<file path="src/rtl/ddr_burst_frame_writer.sv">
// ddr_burst_frame_writer: packs a valid/ready pixel stream into MIG port-0 write
// bursts and ping-pongs complete frames between two DDR buffers.
module ddr_burst_frame_writer #(
    parameter int unsigned       DATA_W      = 32,
    parameter int unsigned       BURST_LEN   = 64,
    parameter int unsigned       FIFO_DEPTH  = 64,
    parameter int unsigned       ADDR_W      = 30,
    parameter int unsigned       FRAME_WORDS = 70560,
    parameter logic [ADDR_W-1:0] FRAME0_BASE = '0,
    parameter logic [ADDR_W-1:0] FRAME1_BASE = ADDR_W'(32'h80000)
) (
    input  logic                  clk,
    input  logic                  rst_n,
    input  logic [DATA_W-1:0]     s_data,
    input  logic                  s_valid,
    input  logic                  s_last,
    output logic                  s_ready,
    input  logic                  calib_done,
    input  logic                  p0_wr_full,
    input  logic                  p0_wr_empty,
    input  logic                  p0_cmd_full,
    output logic                  p0_wr_en,
    output logic [DATA_W-1:0]     p0_wr_data,
    output logic [DATA_W/8-1:0]   p0_wr_mask,
    output logic                  p0_cmd_en,
    output logic [2:0]            p0_cmd_instr,
    output logic [5:0]            p0_cmd_bl,
    output logic [ADDR_W-1:0]     p0_cmd_byte_addr,
    output logic                  wr_frame,
    output logic                  done_frame,
    output logic                  frame_done,
    output logic                  overrun_err,
    output logic                  calib_lost_err,
    output logic [2:0]            state_dbg
);
    // A burst can never exceed what the MIG write FIFO holds.
    localparam int unsigned BURST_MAX  = (BURST_LEN < FIFO_DEPTH) ? BURST_LEN : FIFO_DEPTH;
    localparam int unsigned BCNT_W     = $clog2(BURST_MAX + 1);
    localparam int unsigned WPTR_W     = $clog2(FRAME_WORDS + 1);
    localparam logic [ADDR_W-1:0] WORD_BYTES = ADDR_W'(DATA_W / 8);

    typedef enum logic [2:0] {
        WAIT_CAL = 3'd0,
        FILL     = 3'd1,
        CMD      = 3'd2,
        DRAIN    = 3'd3,
        SWAP     = 3'd4
    } state_t;

    state_t              state, state_nxt;
    logic                cal_meta, cal_sync;
    logic [BCNT_W-1:0]   bcnt, bcnt_inc;
    logic [WPTR_W-1:0]   wptr, wptr_inc, bstart;
    logic                last_seen;
    logic                accept, hit_limit;
    logic                set_last, set_ovr, cmd_go, swap, cal_lost;
    logic [ADDR_W-1:0]   frame_base;

    // Zero-latency write path straight into the MIG write FIFO.
    assign s_ready      = (state == FILL) & ~p0_wr_full & (bcnt < BCNT_W'(BURST_MAX)) & ~last_seen;
    assign accept       = s_valid & s_ready;
    assign p0_wr_en     = accept;
    assign p0_wr_data   = s_data;
    assign p0_wr_mask   = '0;
    assign p0_cmd_instr = 3'b000;
    assign state_dbg    = state;

    assign bcnt_inc   = bcnt + BCNT_W'(1);
    assign wptr_inc   = wptr + WPTR_W'(1);
    assign hit_limit  = (wptr_inc == WPTR_W'(FRAME_WORDS));
    assign frame_base = wr_frame ? FRAME1_BASE : FRAME0_BASE;

    always_ff @(posedge clk or negedge rst_n) begin
        if (!rst_n) state <= WAIT_CAL;
        else        state <= state_nxt;
    end

    always_comb begin
        state_nxt = state;
        set_last  = 1'b0;
        set_ovr   = 1'b0;
        cmd_go    = 1'b0;
        swap      = 1'b0;
        cal_lost  = 1'b0;
        case (state)
            WAIT_CAL: if (cal_sync) state_nxt = FILL;
            FILL: begin
                if (accept) begin
                    if (s_last || hit_limit) begin
                        set_last  = 1'b1;
                        state_nxt = CMD;
                    end
                    if (hit_limit && !s_last) set_ovr = 1'b1;
                    if (bcnt_inc == BCNT_W'(BURST_MAX)) state_nxt = CMD;
                end
            end
            CMD: begin
                if (!p0_cmd_full) begin
                    cmd_go    = 1'b1;
                    state_nxt = last_seen ? DRAIN : FILL;
                end
            end
            DRAIN: if (p0_wr_empty) state_nxt = SWAP;
            SWAP: begin
                swap      = 1'b1;
                state_nxt = FILL;
            end
            default: state_nxt = WAIT_CAL;
        endcase
        // Losing calibration abandons the partial frame from any active state.
        if (state != WAIT_CAL && !cal_sync) begin
            cal_lost  = 1'b1;
            state_nxt = WAIT_CAL;
        end
    end

    always_ff @(posedge clk or negedge rst_n) begin
        if (!rst_n) begin
            cal_meta         <= 1'b0;
            cal_sync         <= 1'b0;
            bcnt             <= '0;
            wptr             <= '0;
            bstart           <= '0;
            last_seen        <= 1'b0;
            p0_cmd_en        <= 1'b0;
            p0_cmd_bl        <= '0;
            p0_cmd_byte_addr <= '0;
            wr_frame         <= 1'b0;
            done_frame       <= 1'b0;
            frame_done       <= 1'b0;
            overrun_err      <= 1'b0;
            calib_lost_err   <= 1'b0;
        end else begin
            cal_meta   <= calib_done;
            cal_sync   <= cal_meta;
            p0_cmd_en  <= 1'b0;
            frame_done <= 1'b0;
            if (cal_lost) begin
                calib_lost_err <= 1'b1;
                bcnt           <= '0;
                wptr           <= '0;
                bstart         <= '0;
                last_seen      <= 1'b0;
            end else begin
                if (accept) begin
                    bcnt <= bcnt_inc;
                    wptr <= wptr_inc;
                end
                if (set_last) last_seen   <= 1'b1;
                if (set_ovr)  overrun_err <= 1'b1;
                if (cmd_go) begin
                    p0_cmd_en        <= 1'b1;
                    p0_cmd_bl        <= 6'(bcnt - BCNT_W'(1));
                    p0_cmd_byte_addr <= frame_base + ADDR_W'(bstart) * WORD_BYTES;
                    bcnt             <= '0;
                    bstart           <= wptr;
                end
                if (swap) begin
                    done_frame <= wr_frame;
                    wr_frame   <= ~wr_frame;
                    frame_done <= 1'b1;
                    wptr       <= '0;
                    bstart     <= '0;
                    last_seen  <= 1'b0;
                end
            end
        end
    end

endmodule

</file>
<file path="config.mk">
export PLATFORM = sky130hd
export DESIGN_NAME = ddr_burst_frame_writer
export DESIGN_NICKNAME = d
export VERILOG_FILES = /design/src/rtl/ddr_burst_frame_writer.sv
export SDC_FILE = /design/constraint.sdc
export NUM_CORES = 1
export LEC_CHECK = 0
export CORE_ASPECT_RATIO = 1.2
export CORE_MARGIN = 3
export CORE_UTILIZATION = 43
export DETAILED_ROUTE_END_ITERATION = 16
export PLACE_DENSITY = 0.83
export SYNTH_ARGS = -nofsm -noshare
export SYNTH_HDL_FRONTEND = slang
export SYNTH_SLANG_ARGS = --single-unit
</file>
<file path="constraint.sdc">
create_clock -name clk -period 2.3 [get_ports clk]
set_clock_uncertainty 0.2 [all_clocks]
set_input_delay 0.46 -clock clk [delete_from_list [all_inputs] [get_ports clk]]
set_output_delay 0.46 -clock clk [all_outputs]
set_load 0.02 [all_outputs]
</file>
Word level (Yosys, flattened, before mapping)
Cells that the tools add are included.
{ "op_classes": {"addsub": 4, "magnitude_cmp": 1, "eq_ne": 11, "n_mux": 36, "n_bitwise": 8, "n_reduce_logical": 15} }
{ "op_table": {"columns": ["op", "count"], "rows": [
  ["two-way mux 17 bit", 6],
  ["adder 20 x 19 -> 21 bit", 1],
  ["two-way mux 3 bit", 7],
  ["two-way mux 7 bit", 3],
  ["two-way mux 20 bit", 1],
  ["adder 17 x 1 -> 17 bit (second input constant)", 1],
  ["equality test 17 bit (second input constant)", 1],
  ["two-way mux 1 bit", 17],
  ["case mux 3 bit (5 select lines)", 1],
  ["nonzero test 3 bit", 5],
  ["inequality test 3 bit (second input constant)", 3],
  ["adder 7 x 1 -> 7 bit (second input constant)", 1],
  ["equality test 7 bit (second input constant)", 1],
  ["< comparator 7 bit (second input constant)", 1],
  ["equality test 3 x 2 -> 1 bit (second input constant)", 2],
  ["AND reduction 2 bit", 3],
  ["subtractor 6 x 1 -> 6 bit (second input constant)", 1],
  ["AND reduction 5 bit", 1],
  ["bitwise AND 1 bit", 4],
  ["inequality test 4 x 1 -> 1 bit (second input constant)", 1],
  ["inverter 1 bit", 4],
  ["equality test 3 x 1 -> 1 bit (second input constant)", 1],
  ["equality test 3 bit (second input constant)", 1],
  ["zero test 3 bit", 1],
  ["other kinds (5)", 7]
]} }
{ "word_totals": {"regBits": 89, "input_bits": 40, "out_inout_bits": 86, "elab_cells": 90} }

Depth between registers and ports, before layout
{ "logic_depth": {"word_depth": 10, "mapped_depth": 8, "depth_no_buf": 8} }

Worst setup path before layout
Ideal clock, no wire load.
{ "synth_path": {"kind": "reg-to-reg", "start": "reg wptr[0]", "end": "reg state[0] (netlist: state_dbg[0])", "setup_time_ns": 0.124, "t_arrival_ns": 1.954, "required_time_ns": 1.976, "slack_ns": 0.022, "path_stages_with_launch": 9, "n_path_buf": 0, "period_less_slack_ns": 2.278, "path_cell_list": "dfrtp_1 ha_1 nand3_4 nor3_1 mux2i_1 a22oi_1 a2111oi_4 o21ai_2 mux2i_1"} }
{ "synth_via": {"elab_chain_cells": 5} }
{ "synth_lines": {"columns": ["element", "line_no", "rtl"], "rows": [
  ["start: declaration", "53", "logic [WPTR_W-1:0] wptr, wptr_inc, bstart;"],
  ["start signal: assignment", "147", "wptr <= wptr_inc;"],
  ["adder 17 x 1 -> 17 bit", "69", "assign wptr_inc = wptr + WPTR_W'(1);"],
  ["equality test 17 bit", "70", "assign hit_limit = (wptr_inc == WPTR_W'(FRAME_WORDS));"],
  ["logical OR 1 bit", "89", "if (s_last || hit_limit) begin"],
  ["inequality test 4 x 1 -> 1 bit (no source line)", null, null],
  ["AND reduction 5 bit (no source line)", null, null],
  ["end signal: assignment", "75", "else state <= state_nxt;"],
  ["end: declaration", "50", "state_t state, state_nxt;"]
]} }
Every way passes these cells.
A chain may end at the register's enable or synchronous reset.

Worst setup path after layout
{ "layout_path": {"start": "reg wptr[1]", "end": "reg state[0] (netlist: state_dbg[0])"} }
The elaborated chain is that of the path after synthesis.

==> impl_metrics.tcl <==
set metrics [dict create \
    grt_max_degree 43 \
    max_slew.worst_pin.slew_ns 0.567 \
    r2r_cells 8 \
    preCtsSetupSlack_ns -0.436 \
    die_h_um 113 \
    p_per_area_mw_per_mm2 735 \
    synth_cell_types 54 \
    cts_tree "built" \
    routed_via_density 5.18 \
    cts_sinks 77 \
    critPathTopFamily "simple AND/OR/NAND/NOR gates" \
    critPathCapture "state_dbg[0]" \
    syn_inst 425 \
    setup-violations-final 1 \
    setup_ws_ns -0.00655 \
    dr_total_vias 3052 \
    synth_top_area_frac 0.472 \
    fin_crit_ns 2.31 \
    reg2reg_to "state_dbg[0]" \
    drive_above_1_share 0.192 \
    p_sw_frac 0.320 \
    finish.utilization 0.523 \
    area_growth_pct 17.0 \
    crit_top_cell "buf_4" \
    die_area_sq_mm 0.0107 \
    drc 0 \
    outcome "finished with violations" \
    crit_start "wptr[1]" \
    overflow 0 \
    arrival_ns 2.34 \
    fin_hold_ws_ns 0.152 \
    p_leak_nw 2.30 \
    synth_area_sq_mm 0.00408 \
    ant_nets 0 \
    intPower_mw 2.39 \
    cp_max_fo 5 \
    cp_num_cells 8 \
    antenna_found_initial 0 \
    critPathMaxStageDelay_ns 0.41 \
    slew_headroom 0.622 \
    max_cap_viol_count 0 \
    root_buffer "clkbuf_8" \
    die_w_um 95.0 \
    dp.final_hpwl_um 5890 \
    yosys-top-cells-area "dfrtp_1 (47%), buf_4 (9.9%), nand2_1 (7.8%)" \
    placed_cells 570 \
    p_comb_frac 0.267 \
    hold_class "reg2reg" \
    p_seq_frac 0.434 \
    rsz0062_at_grt "true" \
    final_nets 508 \
    criticalPathCategory "reg2reg" \
    slew_violations 0 \
    violations "setup timing" \
    port_buffers 42 \
    ir_worst_vdd_mv 0.325 \
    crit_chain "buf_4, nand4_1, nor4_2, nand3_1, a2111oi_4, buf_4, o21ai_2, mux2i_1" \
    grt_usage 0.165 \
    ys_warn_count 0 \
    period_share 1.00 \
    drt_iter0_markers 294 \
    drt_wl_total_um 8380 \
    hold_viol 0 \
    ys_seq_elements 77 \
    crit_required_ns 2.34 \
    gp_congestion 0.871 \
    final_cells 589 \
    synth_edf_count 0 \
    tns_ns -0.00655 \
    end_kind "register" \
    reg2reg_slack_ns -0.007 \
    syn_avg_cell_area_sq_um 9.61 \
    synth_common_cells "nand2_1 (85), dfrtp_1 (77), buf_4 (54), nor2_1 (34), xnor2_1 (17)" \
    place_area_sq_mm 0.00449 \
    fin_total_pwr_mw 3.51 \
    clkTransAtPathRegs_ns 0.07 \
    start_kind "register" \
    grt_pass1_wl_um 13900 \
    max_clock_freq_mhz 434 \
    yosys.cell_count.top_type "nand2_1" \
    cts_buffer_depth 2 \
    avgRoutedWirePerCell_um 14.2 \
    synthFlopType "dfrtp_1" \
    cts_max_level 3 \
    numCtsBuffers 9 \
    grt_pass1_vias 2988 \
    clkLatencyLatePin_ns 0.35 \
    critPathSlowestCell "a2111oi_4" \
    row_count 38 \
    p_clk_frac 0.300 \
    yosysSeqAreaShare 0.472 \
    num_antenna_cells 0 \
    yosys.area.top_type "dfrtp_1" \
    p_switching_mw 1.12 \
    num-fill-cells 775 \
    r2r_start "wptr[1]" \
    crit_buf_inv 2 \
    core_sq_mm 0.00913 \
    final_area_sq_mm 0.00478 \
    io_pins 126 \
    initial_utilization 0.447 \
    firstDrtPassIters 7 \
    synthArstFlopShare 1.00 \
]
layout by cell type (no fill, tap or decap), types with 3 or more instances in the layout:
cell type | netlist | routed
nor2_1 | 34 | 33
dfrtp_1 | 77 | 76
buf_4 | 54 | 41
clkbuf_8 | 4 | 11
o21ai_0 | 11 | 11
nor3_1 | 9 | 6
inv_1 | 10 | 9
nand4_1 | 7 | 7
clkdlybuf4s50_1 | 0 | 39
ha_1 | 4 | 3
a21oi_1 | 8 | 8
xnor2_1 | 17 | 17
nand2_1 | 85 | 85
a22o_1 | 13 | 13
nand3_1 | 10 | 9
nand2b_1 | 5 | 5
xor2_1 | 13 | 13
conb_1 | 1 | 19
registers in the layout, summed over array words and instances, names as in the netlist, 3 cells and up:
| name | cells |
|---|---|
| bstart | 17 |
| bcnt | 7 |
| p0_cmd_byte_addr | 18 |
| state_dbg | 3 |
| p0_cmd_bl | 6 |
| wptr | 17 |
layout make-up:
cell class,instances,area (sq um),area share
timing repair buffer,86,776,0.162
clock buffer,11,151,0.0317
inverter,10,37.5,0.00786
tap,120,150,0.0314
clock inverter,5,58.8,0.0123
sequential,77,1930,0.404
multi-input combinational,280,1680,0.351
what timing repair did:
action | in CTS | in global routing
hold endpoints to repair | 40 | 0
pin swaps | 1 | 2
gates cloned | 0 | 0
resized for setup | 14 | 8
hold buffers | 1 | 0
setup endpoints to repair | 5 | 5
buffers inserted | 2 | 0
how the worst min path moves through the flow:
stage          startpoint       end  slack (ns)  cells after the start
4_1_cts          cal_meta  cal_sync        0.16                      0
3_5_place_dp     cal_meta  cal_sync        0.14                      0
5_1_grt          cal_meta  cal_sync        0.16                      0
6_report         cal_meta  cal_sync        0.15                      0
3_3_place_gp     cal_meta  cal_sync        0.13                      0
2_1_floorplan       rst_n   bcnt[0]       -0.04                      0
power groups by stage:
| stage | clock [mW] | combinational [mW] | sequential, mW |
|---|---|---|---|
| 2_1_floorplan | 0 | 0.550 | 1.63 |
| 3_3_place_gp | 0 | 0.890 | 1.54 |
| 3_5_place_dp | 0 | 0.923 | 1.55 |
| 4_1_cts | 1.07 | 0.941 | 1.52 |
| 5_1_grt | 1.14 | 1.02 | 1.54 |
| 6_report | 1.05 | 0.935 | 1.52 |
kinds of logic (layout without fill, tap and decap cells):
group | after synthesis | in the layout | synth area share
adder cells (fa/ha/maj) | 4 | 4 | 0.0123
buffers and inverters | 86 | 112 | 0.146
multiplexers | 3 | 3 | 0.00766
XOR/XNOR | 30 | 30 | 0.0644
AO/OA/AOI/OAI | 48 | 48 | 0.0861
flip-flops | 77 | 77 | 0.472
AND/OR/NAND/NOR | 176 | 176 | 0.211
other | 1 | 19 | 0.000919
per-layer routing:
metal	share of wire	wire [um]	global-route usage	vias to the layer above
li1	-	-	-	1410
met1	0.41	3440	0.197	1516
met2	0.51	4260	0.268	103
met3	0.054	453	0.0479	23
met4	0.027	223	0.0837	0
met5	0	0	0	-
No activity file was read; power rests on OpenSTA's default activity.
